### config.mk
export PLATFORM = sky130hd
export DESIGN_NAME = modexp_ctrl
export DESIGN_NICKNAME = d
export VERILOG_FILES = /design/src/rtl/modexp_ctrl.sv
export SDC_FILE = /design/constraint.sdc
export NUM_CORES = 1
export LEC_CHECK = 0
export BUFFER_PORTS_ARGS = -buffer_cell sky130_fd_sc_hd__buf_2
export CORE_ASPECT_RATIO = 1.2
export CORE_MARGIN = 2
export CORE_UTILIZATION = 49
export DETAILED_ROUTE_END_ITERATION = 7
export HOLD_SLACK_MARGIN = 0.06
export PLACE_DENSITY = 0.76
export SLEW_MARGIN = 20
export SYNTH_ARGS = -nofsm -noshare
export SYNTH_HDL_FRONTEND = slang
export SYNTH_SLANG_ARGS = --single-unit
### constraint.sdc
create_clock -name clk -period 3.5 [get_ports clk]
set_input_delay 0.175 -clock clk [delete_from_list [all_inputs] [get_ports clk]]
set_output_delay 0.175 -clock clk [all_outputs]
set_load 0.02 [all_outputs]
### src/rtl/modexp_ctrl.sv
// ---------------------------------------------------------------------------
// modexp_ctrl
//   Left-to-right binary modular exponentiation sequencer:
//   result = msg^exp mod mod. It has no arithmetic of its own. Each square or
//   multiply is handed to an external modular multiplier through a
//   mul_start / mul_done handshake.
//
// Ports
//   clk, rst            clock and asynchronous active-high reset
//   start, ready        request handshake; start is accepted only while ready=1
//   msg, exp, mod       operands; sampled on an accepted start
//   result, done, err   result (held until the next start), one-cycle done
//                       pulse, and an illegal-operand flag
//   mul_start           one-cycle launch pulse to the multiplier
//   mul_a, mul_b, mul_n multiplier operands; stable until mul_done
//   mul_done, mul_r     multiplier completion pulse and product
//
// state    | meaning
// ---------+-------------------------------------------------------------
// IDLE     | waiting for start, ready=1
// SQ_REQ   | mul_start pulse for acc*acc
// SQ_WAIT  | waiting for the square product
// MUL_REQ  | mul_start pulse for acc*msg
// MUL_WAIT | waiting for the multiply product
// NEXT     | step to the next lower exponent bit, or finish
// FIN      | publish result, done pulse follows on return to IDLE
// ---------------------------------------------------------------------------
module modexp_ctrl #(
    parameter int WIDTH = 16
) (
    input  logic             clk,
    input  logic             rst,
    input  logic             start,
    output logic             ready,
    input  logic [WIDTH-1:0] msg,
    input  logic [WIDTH-1:0] exp,
    input  logic [WIDTH-1:0] mod,
    output logic [WIDTH-1:0] result,
    output logic             done,
    output logic             err,
    output logic             mul_start,
    output logic [WIDTH-1:0] mul_a,
    output logic [WIDTH-1:0] mul_b,
    output logic [WIDTH-1:0] mul_n,
    input  logic             mul_done,
    input  logic [WIDTH-1:0] mul_r
);

    localparam int IW = $clog2(WIDTH);

    typedef enum logic [2:0] {
        IDLE,
        SQ_REQ,
        SQ_WAIT,
        MUL_REQ,
        MUL_WAIT,
        NEXT,
        FIN
    } state_t;

    state_t           state;
    logic [WIDTH-1:0] msg_l;
    logic [WIDTH-1:0] exp_l;
    logic [WIDTH-1:0] acc;
    logic [IW-1:0]    idx;

    // mul_start and the operand registers are loaded on the edge that enters
    // a *_REQ state, so the pulse coincides with that state and the operands
    // are already valid alongside it.
    always_ff @(posedge clk or posedge rst) begin
        if (rst) begin
            state     <= IDLE;
            ready     <= 1'b1;
            done      <= 1'b0;
            err       <= 1'b0;
            mul_start <= 1'b0;
            result    <= '0;
            mul_a     <= '0;
            mul_b     <= '0;
            mul_n     <= '0;
            msg_l     <= '0;
            exp_l     <= '0;
            acc       <= '0;
            idx       <= '0;
        end else begin
            done      <= 1'b0;
            mul_start <= 1'b0;
            case (state)
                IDLE: begin
                    if (start) begin
                        msg_l <= msg;
                        exp_l <= exp;
                        mul_n <= mod;
                        idx   <= IW'(WIDTH - 1);
                        ready <= 1'b0;
                        if (mod < WIDTH'(2) || msg >= mod) begin
                            err   <= 1'b1;
                            acc   <= '0;
                            state <= FIN;
                        end else begin
                            err       <= 1'b0;
                            acc       <= WIDTH'(1);
                            mul_a     <= WIDTH'(1);
                            mul_b     <= WIDTH'(1);
                            mul_start <= 1'b1;
                            state     <= SQ_REQ;
                        end
                    end
                end
                SQ_REQ: state <= SQ_WAIT;
                SQ_WAIT: begin
                    if (mul_done) begin
                        acc <= mul_r;
                        if (exp_l[idx]) begin
                            mul_a     <= mul_r;
                            mul_b     <= msg_l;
                            mul_start <= 1'b1;
                            state     <= MUL_REQ;
                        end else begin
                            state <= NEXT;
                        end
                    end
                end
                MUL_REQ: state <= MUL_WAIT;
                MUL_WAIT: begin
                    if (mul_done) begin
                        acc   <= mul_r;
                        state <= NEXT;
                    end
                end
                NEXT: begin
                    if (idx == '0) begin
                        state <= FIN;
                    end else begin
                        idx       <= idx - IW'(1);
                        mul_a     <= acc;
                        mul_b     <= acc;
                        mul_start <= 1'b1;
                        state     <= SQ_REQ;
                    end
                end
                FIN: begin
                    result <= acc;
                    done   <= 1'b1;
                    ready  <= 1'b1;
                    state  <= IDLE;
                end
                default: state <= IDLE;
            endcase
        end
    end

endmodule
==> impl_metrics.json, run 1 <==
{
  "cp_slowest_cell": "dlygate4sd3_1",
  "num_vias": 4633,
  "finalHoldWorstSlack_ps": 76.0,
  "drt-initial-drc-count": 273,
  "max_slew_margin_pct": 31.1,
  "syn_inst": 500,
  "slew_violations": 0,
  "max_stage_delay_ps": 520,
  "final_hold_viol_count": 0,
  "num_io_pins": 136,
  "synth-seq-area-share_pct": 52.1,
  "design.core.area_um2": 11700,
  "p_sw_uw": 2540,
  "post_synth_mux_area_share_pct": 18.7,
  "syn_avg_cell_area_um2": 11.8,
  "ys_types": 50,
  "cts_buffer_depth": 2,
  "synth-edff-count": 0,
  "synth_compound_area_share_pct": 11.5,
  "synth_fp_nets": 585,
  "ant_nets": 0,
  "worst-path-buf-inv": 4,
  "antenna-diode-count": 0,
  "ys_ff_latch": 123,
  "status": "completed",
  "dp_cells": 774,
  "critPathLaunchType": "primary input",
  "area_growth_pct": 34.3,
  "rr_worst_depth": 7,
  "rows": 43,
  "criticalPathCategory": "in -> reg",
  "crit_fanout": 24,
  "placed_area_um2": 6690,
  "initial_core_util_pct": 50.6,
  "powerDensity_nw_per_um2": 876,
  "fin_cells": 869,
  "worst_slew_pin_slew_ps": 1030,
  "port_buffers": 135,
  "h-tree-depth": 4,
  "cp-end-kind": "flop",
  "skew_ps": 18.5,
  "insertion_delay_ps": 420,
  "drive_above_1_share_pct": 37.9,
  "synth-simple-area-share_pct": 9.36,
  "critPathTopFamily": "compound AO/OA/AOI/OAI gates",
  "drc": 0,
  "synthAdderAreaFrac_pct": 3.60,
  "period_share_pct": 83.7,
  "wl_um": 14800,
  "synth_top_family_by_area": "multiplexers",
  "p_leak_uw": 0.00402,
  "place.gp.congestion": 0.860,
  "setup_viol": 0,
  "power_frac_seq_pct": 35.7,
  "hold_depth": 3,
  "rsz0062_at_grt": "false",
  "ir_drop_v": 0.000440,
  "synth_ff_type": "dfrtp_1",
  "postCtsSetupBuffers": 0,
  "final_cell_area_um2": 7930,
  "layout_min_cycle_time_ps": 2930,
  "fmax_ghz": 0.341,
  "cts_resized": 0,
  "finalSetupTns_ps": 0,
  "antenna_found_initial": 0,
  "clkSinkCount": 123,
  "dp_hpwl_um": 9930,
  "dr.pass1.iters": 4,
  "final_nets": 784,
  "synth_xor_area_share_pct": 0,
  "numCtsBuffers": 17,
  "ys_warn_count": 0,
  "fillerInstances": 868,
  "grt-ovfl-total": 0,
  "arrival_ps": 3220,
  "p_int_uw": 4410,
  "grtUsageTotal_pct": 24.2,
  "first_global_vias": 4848,
  "ys_async_sr_fraction_pct": 100,
  "synth_area_um2": 5910,
  "grt_max_degree": 54,
  "post_drt_wl_per_cell_um": 17.0,
  "reg2reg_slack_ps": 890,
  "path_cells": "dlygate4sd3_1 -> buf_2 -> inv_1 -> ha_1 -> and2_4 -> nand4_1 -> o41ai_1 -> a211oi_2 -> o21ai_4 -> buf_12 -> mux2_2",
  "pwr-share-comb_pct": 38.5,
  "die_h_um": 124,
  "grt_pass1_wl_um": 24700,
  "drv_cap": 0,
  "p_sw_share_pct": 36.5,
  "clock_power_share_pct": 25.8,
  "viasPerCell": 5.33,
  "die-width_um": 104,
  "min_path_type": "in -> reg",
  "cts_tree": "built",
  "crit_required_ps": 3800,
  "cts_hold_buffers": 63,
  "die-area_um2": 13000,
  "clkTransAtPathRegs_ps": 50,
  "cts.root.buffer_cell": "clkbuf_16",
  "cp_num_cells": 11
}
==> synth_stat cells, types with 2 or more instances <==
| library cell | n | area [µm²] |
|---|---|---|
| or3_2 | 2 | 15.0 |
| mux2_4 | 27 | 405 |
| a21o_1 | 3 | 22.5 |
| a22o_1 | 31 | 272 |
| mux4_2 | 2 | 45.0 |
| ha_1 | 17 | 213 |
| mux2_1 | 2 | 22.5 |
| mux2_2 | 51 | 574 |
| nand3_1 | 3 | 15.0 |
| mux2i_1 | 6 | 60.1 |
| nor2_1 | 14 | 52.6 |
| nand2b_1 | 3 | 18.8 |
| buf_2 | 7 | 35.0 |
| buf_12 | 3 | 60.1 |
| nand2_1 | 85 | 319 |
| a21oi_1 | 8 | 40.0 |
| nor3_1 | 5 | 25.0 |
| inv_1 | 26 | 97.6 |
| clkbuf_1 | 15 | 56.3 |
| a211o_1 | 2 | 17.5 |
| nor4_1 | 3 | 18.8 |
| nor2b_1 | 2 | 12.5 |
| and2_1 | 2 | 12.5 |
| dfrtp_1 | 122 | 3050 |
| o21ai_0 | 28 | 140 |
| o22ai_1 | 4 | 25.0 |
| buf_6 | 2 | 22.5 |
| nand4_1 | 3 | 18.8 |
==> placed cells by master (no fill, tap or decap), types with 2 or more instances in the layout <==
cell type,count
clkbuf_16,17
mux2_2,51
buf_4,8
dfrtp_1,122
a211o_1,2
or3_2,2
nand2_1,85
clkinv_4,4
mux2i_1,6
nand2b_1,3
buf_2,135
nand3_1,3
nor3_1,5
dlygate4sd3_1,63
mux4_2,2
nor2b_1,2
inv_6,2
mux2_4,27
bufinv_16,3
clkinv_2,4
ha_1,17
nor2_1,12
nor2_2,2
inv_1,25
a21oi_1,8
o22ai_1,4
nand4_1,3
o21ai_0,28
mux2_1,2
a22o_1,31
a21o_1,3
nor4_1,3
==> per-layer routing <==
metal / share of wire (%) / global-route usage, %
met1: 42 / 30.4
met2: 50 / 40.6
met3: 5.3 / 5.44
met4: 2.1 / 9.30
met5: 0 / 0
==> power by group through the flow <==
stage | registers, µW | logic [µW] | clock network, µW
after floorplan | 2780 | 1580 | 0
after global placement | 2460 | 2540 | 0
after detailed placement | 2490 | 2620 | 0
after CTS | 2470 | 2680 | 1810
after global routing | 2570 | 2890 | 1890
final | 2480 | 2680 | 1790
==> sequential cells by signal, summed over array words and instances (netlist names), 4 cells and up <==
signal and flops:
mul_a 16, mul_b 16, msg_l 16, idx 4, result 16, acc 16, mul_n 16, exp_l 16
==> worst reg2reg max path, delay by kind of cell, from the launching register on <==
kind / cells / cell delay [ps]
multiplexers: 3 / 1170
flip-flops: 1 / 560
AO/OA/AOI/OAI: 2 / 380
buffers and inverters: 1 / 280
AND/OR/NAND/NOR: 1 / 120
==> kinds of logic after synthesis <==
family | count (synthesis)
DFF | 123
muxes | 88
AOI/OAI and AO/OA | 91
buffers and inverters | 54
adders and majority gates | 17
and+or+nand+nor | 127
==> final timing paths <==
kind,start,end
worst max-delay path,mod[11],mul_b[15]
worst min-delay path,mul_r[4],acc[4]
worst max register to register,idx[0],mul_b[15]
worst min register to register,result[4],result[4]
max in group asynchronous,rst,mul_n[6]
min in group asynchronous,rst,mul_a[14]
==> cell type report <==
cell class | instances | area (µm²) | share of cell area (%)
clock buffers | 18 | 439 | 5.54
clock inverters | 14 | 170 | 2.14
inverters | 27 | 104 | 1.31
multi-input cells | 323 | 2560 | 32.3
flip-flops and latches | 123 | 3080 | 38.8
well taps | 157 | 196 | 2.48
repair buffers | 207 | 1390 | 17.5
==> through the flow <==
step | power [µW] | setup slack [ps] | util, %
6_report | 6950 | 571 | 68.0
5_1_grt | 7350 | 438 | 68.0
4_1_cts | 6960 | 620 | 68.0
3_5_place_dp | 5110 | 750 | 57.3
3_3_place_gp | 5000 | 851 | 57.3
2_1_floorplan | 4360 | 55.8 | -
Power figures use the tool's default switching activity.
==> run 2: changes to the inputs <==
Settings changed: ABC_AREA set to 1, CORE_UTILIZATION 49 to 54, PLACE_DENSITY 0.76 to 0.8.
Clock period 3.5 ns to 3.1 ns, I/O delays scaled along.
==> impl_metrics.json, run 2 <==
{
  "status": "completed",
  "clkTransAtPathRegs_ps": 60,
  "pwr-share-comb_pct": 42.0,
  "synth_ff_type": "dfrtp_1",
  "ys_types": 26,
  "place.gp.congestion": 0.939,
  "fillerInstances": 748,
  "viasPerCell": 5.49,
  "p_total_uw": 7820,
  "syn_inst": 728,
  "mostFrequentLayoutCell": "nand2_1",
  "reg2reg_slack_ps": 440,
  "final_hold_viol_count": 0,
  "place_ws_ps": 480,
  "clkSinkCount": 123,
  "p_int_uw": 4430,
  "hold_depth": 4,
  "postCtsSetupBuffers": 0,
  "h-tree-depth": 4,
  "min_path_type": "in -> reg",
  "drt-initial-drc-count": 425,
  "layout_min_cycle_time_ps": 2660,
  "cts_hold_buffers": 62,
  "timing.rr.end": "mul_a[0]",
  "worstHoldStart": "mul_done",
  "crit_required_ps": 3400,
  "ir_drop_v": 0.000587,
  "wl_um": 16900,
  "antenna_found_initial": 1,
  "criticalPathCategory": "reg -> reg",
  "final_cell_area_um2": 7790,
  "grtUsageTotal_pct": 29.9,
  "ys_warn_count": 0,
  "synthDominantCellAreaShare_pct": 52.3,
  "die-area_um2": 11700,
  "cts.root.buffer_cell": "clkbuf_16",
  "layout_common_cells": "263 x nand2_1, 135 x buf_2, 122 x dfrtp_1, 85 x o21ai_0, 65 x inv_1",
  "yosys.area.top_type": "dfrtp_1",
  "rows": 41,
  "fin_util_pct": 74.1,
  "ant_nets": 0,
  "p_sw_uw": 3390,
  "synth-edff-count": 0,
  "design.core.area_um2": 10500,
  "max_slew_margin_pct": 44.4,
  "cts_buffer_depth": 2,
  "synth-seq-area-share_pct": 52.8,
  "power_frac_seq_pct": 34.5,
  "p_sw_share_pct": 43.3,
  "slew_violations": 0,
  "fmax_ghz": 0.375,
  "powerDensity_nw_per_um2": 1000,
  "num_io_pins": 136,
  "rsz0062_at_grt": "false",
  "first_global_vias": 5741,
  "dr.pass1.iters": 6,
  "area_growth_pct": 33.5,
  "grt-ovfl-total": 0,
  "period_share_pct": 85.9,
  "cts_resized": 0,
  "whs_endpoint": "state[1]",
  "ys_ff_latch": 123,
  "ys_async_sr_fraction_pct": 100,
  "placed_area_um2": 6620,
  "insertion_delay_ps": 420,
  "finalSetupTns_ps": 0,
  "rr_worst_depth": 10,
  "num_vias": 5826,
  "crit_fanout": 33,
  "grt_max_degree": 124,
  "cp-end-kind": "flop",
  "critPathLaunchType": "flop",
  "synthTopCellsByArea": "dfrtp_1 52%, nand2_1 17%, o21ai_0 7.3%",
  "grt_pass1_wl_um": 27700,
  "yosysMostFrequentCell": "nand2_1",
  "clock_power_share_pct": 23.6,
  "drv_cap": 0,
  "port_buffers": 135,
  "setup_ws_ps": 436,
  "initial_core_util_pct": 55.5,
  "dp_hpwl_um": 10400,
  "drive_above_1_share_pct": 20.2,
  "final_nets": 1003,
  "die_h_um": 118,
  "setup_viol": 0,
  "numCtsBuffers": 17,
  "synth_area_um2": 5840,
  "worst_slew_pin_slew_ps": 834,
  "post_drt_wl_per_cell_um": 15.9,
  "skew_ps": 8.52,
  "drc": 0,
  "synth_fp_nets": 813,
  "synth_common_cells": "263 x nand2_1, 122 x dfrtp_1, 85 x o21ai_0, 66 x inv_1, 37 x nand3_1",
  "p_leak_uw": 0.00418,
  "arrival_ps": 2970,
  "r2r-start": "idx[0]",
  "cts_tree": "built",
  "die-width_um": 98.9,
  "syn_avg_cell_area_um2": 8.02
}
run 2: cell count changes after synthesis, moves of 9 or more:
cell	change
o21ai_0	+57
nand2_1	+178
mux2_4	-27
nand4_1	+32
a22o_1	-31
o21ai_1	+16
mux2_2	-51
nand3_1	+34
clkbuf_1	+9
inv_1	+40
run 2: area by class of cell:
type	instances	area [µm²]	area share, %
well taps	129	161	2.07
inverters	74	282	3.61
multi-input cells	495	2330	29.9
clock inverters	8	70.1	0.899
repair buffers	207	1380	17.8
clock buffers	24	482	6.18
flip-flops and latches	123	3080	39.5
diodes	1	2.50	0.0321
run 2: kinds of logic after synthesis:
family / share of synthesized area, %
and+or+nand+nor: 26.5
DFF: 52.8
AOI/OAI and AO/OA: 9.80
buffers and inverters: 7.31
adders and majority gates: 3.64
run 2: per-layer routing:
layer / global-route usage, % / part of all wire, %
met4: 15.8 / 4.5
met3: 7.07 / 7.2
met5: 0 / 0
met2: 49.5 / 50
met1: 36.0 / 38
run 2: per-stage QoR:
step	cells	hold slack, ps
finish	1061	68.5
global route	1061	85.7
CTS	1060	61.7
detailed placement	966	361
global placement	966	358
floorplan	728	272
run 2: how the worst max path moves through the flow:
| stage | endpoint | startpoint |
|---|---|---|
| floorplan | mul_b[0] | idx[0] |
| global placement | mul_a[6] | idx[0] |
| detailed placement | mul_b[12] | idx[0] |
| CTS | mul_a[8] | idx[0] |
| global route | mul_b[2] | idx[0] |
| finish | mul_a[0] | idx[0] |
run 2: worst max-delay path, stage by stage (launching register included):
cell,delay [ps]
dfrtp_1,500
clkinv_1,300
ha_1,310
nand2_1,70
nor2_1,50
nand3_1,110
nand2_1,120
nor3_4,150
nand3_2,600
nand2_1,250
nand2_1,70
run 2: power groups by stage:
stage	Combinational [µW]	Sequential, µW	Clock (µW)
after floorplan	1830	3020	0
after global placement	3030	2670	0
after detailed placement	3130	2700	0
after CTS	3240	2680	1850
after global routing	3650	2760	1940
final	3280	2690	1840
==> run 3: changes to the inputs <==
Settings changed: GPL_TIMING_DRIVEN set to 0.
==> impl_metrics.json, run 3 (synthesized netlist as in run 2, its figures left out) <==
{
  "ir_drop_v": 0.000465,
  "numCtsBuffers": 17,
  "die_h_um": 118,
  "grt_pass1_wl_um": 27200,
  "worst-path-buf-inv": 3,
  "post_drt_wl_per_cell_um": 15.5,
  "cp-end-kind": "flop",
  "worst_slew_pin_slew_ps": 712,
  "dr.pass1.iters": 5,
  "rsz0062_at_grt": "false",
  "drt-initial-drc-count": 416,
  "initial_core_util_pct": 55.5,
  "fin_util_pct": 75.0,
  "grt_max_degree": 37,
  "place.gp.congestion": 0.958,
  "crit_fanout": 10,
  "max_stage_delay_ps": 540,
  "grt-ovfl-total": 0,
  "crit_required_ps": 3400,
  "cts_buffer_depth": 2,
  "clkSinkCount": 123,
  "ant_nets": 0,
  "h-tree-depth": 4,
  "antenna_found_initial": 0,
  "max_slew_margin_pct": 52.4,
  "period_share_pct": 78.7,
  "rows": 41,
  "postCtsSetupBuffers": 0,
  "port_buffers": 135,
  "drc": 0,
  "p_leak_uw": 0.00423,
  "mostFrequentLayoutCell": "nand2_1",
  "drive_above_1_share_pct": 20.1,
  "die-width_um": 98.9,
  "min_path_type": "in -> reg",
  "dp_hpwl_um": 11800,
  "final_hold_viol_count": 0,
  "first_global_vias": 5608,
  "layout_min_cycle_time_ps": 2440,
  "die-area_um2": 11700,
  "path_cells": "dlygate4sd3_1 -> buf_2 -> ha_1 -> a21o_1 -> nor2_1 -> nand2_1 -> nor2_1 -> nand2_1 -> nand2_1 -> nand3_2 -> buf_2 -> nand2_1 -> nand2_1",
  "slew_violations": 0,
  "arrival_ps": 2740,
  "viasPerCell": 5.38,
  "critPathLaunchType": "primary input",
  "antenna-diode-count": 0,
  "cp_slowest_cell": "dlygate4sd3_1",
  "clkTransAtPathRegs_ps": 50,
  "cts_tree": "built",
  "grtUsageTotal_pct": 29.2,
  "final_nets": 1026,
  "status": "completed",
  "skew_ps": 6.99,
  "cts.root.buffer_cell": "clkbuf_16",
  "powerDensity_nw_per_um2": 1020,
  "finalSetupTns_ps": 0,
  "design.core.area_um2": 10500,
  "drv_cap": 0,
  "area_growth_pct": 35.2,
  "criticalPathCategory": "in -> reg",
  "fillerInstances": 745,
  "fmax_ghz": 0.410,
  "multi_input_area_um2": 2330,
  "num_io_pins": 136,
  "layout_common_cells": "263 x nand2_1, 146 x buf_2, 122 x dfrtp_1, 85 x o21ai_0, 65 x inv_1",
  "critPathTopFamily": "simple AND/OR/NAND/NOR gates",
  "setup_viol": 0,
  "wl_um": 16700,
  "regArea_um2": 3080,
  "cpMostUsedCell": "nand2_1",
  "num_vias": 5817,
  "insertion_delay_ps": 420
}
==> run 3: power breakdown <==
group	internal [µW]	switching [µW]	leakage, µW
sequential	2300	357	0.00159
combinational	1030	2350	0.00235
clock	1310	672	0.000292
==> run 3: final cells by class <==
cell class	instances	share of cell area, %
inverter	74	3.57
buffer	36	1.89
tap	129	2.05
clock buffer	22	6.01
clock inverter	8	1.49
sequential	123	39.0
timing repair buffer	194	16.4
multi-input combinational	495	29.5
==> run 3: path summary, 6_finish.rpt <==
check,endpoint,slack (ps),cells after the start,startpoint
max reg2reg,mul_a[6],820,11,idx[0]
min reg2reg,mul_a[12],460,2,mul_a[12]
max,mul_a[6],660,13,msg[15]
min,msg_l[0],60,3,msg[0]
max in group asynchronous,ready,2020,4,rst
min in group asynchronous,mul_a[13],410,3,rst
==> run 3: repair_timing <==
action                    in CTS  in global routing
hold endpoints to repair      82                  0
resized for setup              0                  0
hold buffers                  56                  0
==> run 3: metal layers <==
| metal | part of all wire (%) | GRT usage, % |
|---|---|---|
| met3 | 7.1 | 5.58 |
| met1 | 40 | 37.8 |
| met5 | 0 | 0 |
| met4 | 2.8 | 10.0 |
| met2 | 50 | 49.2 |
==> run 3: through the flow <==
stage	total power (µW)	cells	hold slack [ps]	setup slack [ps]	instance area (µm²)
after global routing	8560	1081	76.6	461	7890
after floorplan	4850	728	272	1330	5840
after detailed placement	5940	995	306	837	6740
after CTS	7990	1081	60.5	658	7890
after global placement	5800	992	360	751	6680
final	8020	1081	61.0	660	7890
==> run 3: worst min-delay path, cell delays in order <==
cell	delay, ps
buf_2	100
inv_1	70
o21ai_0	90
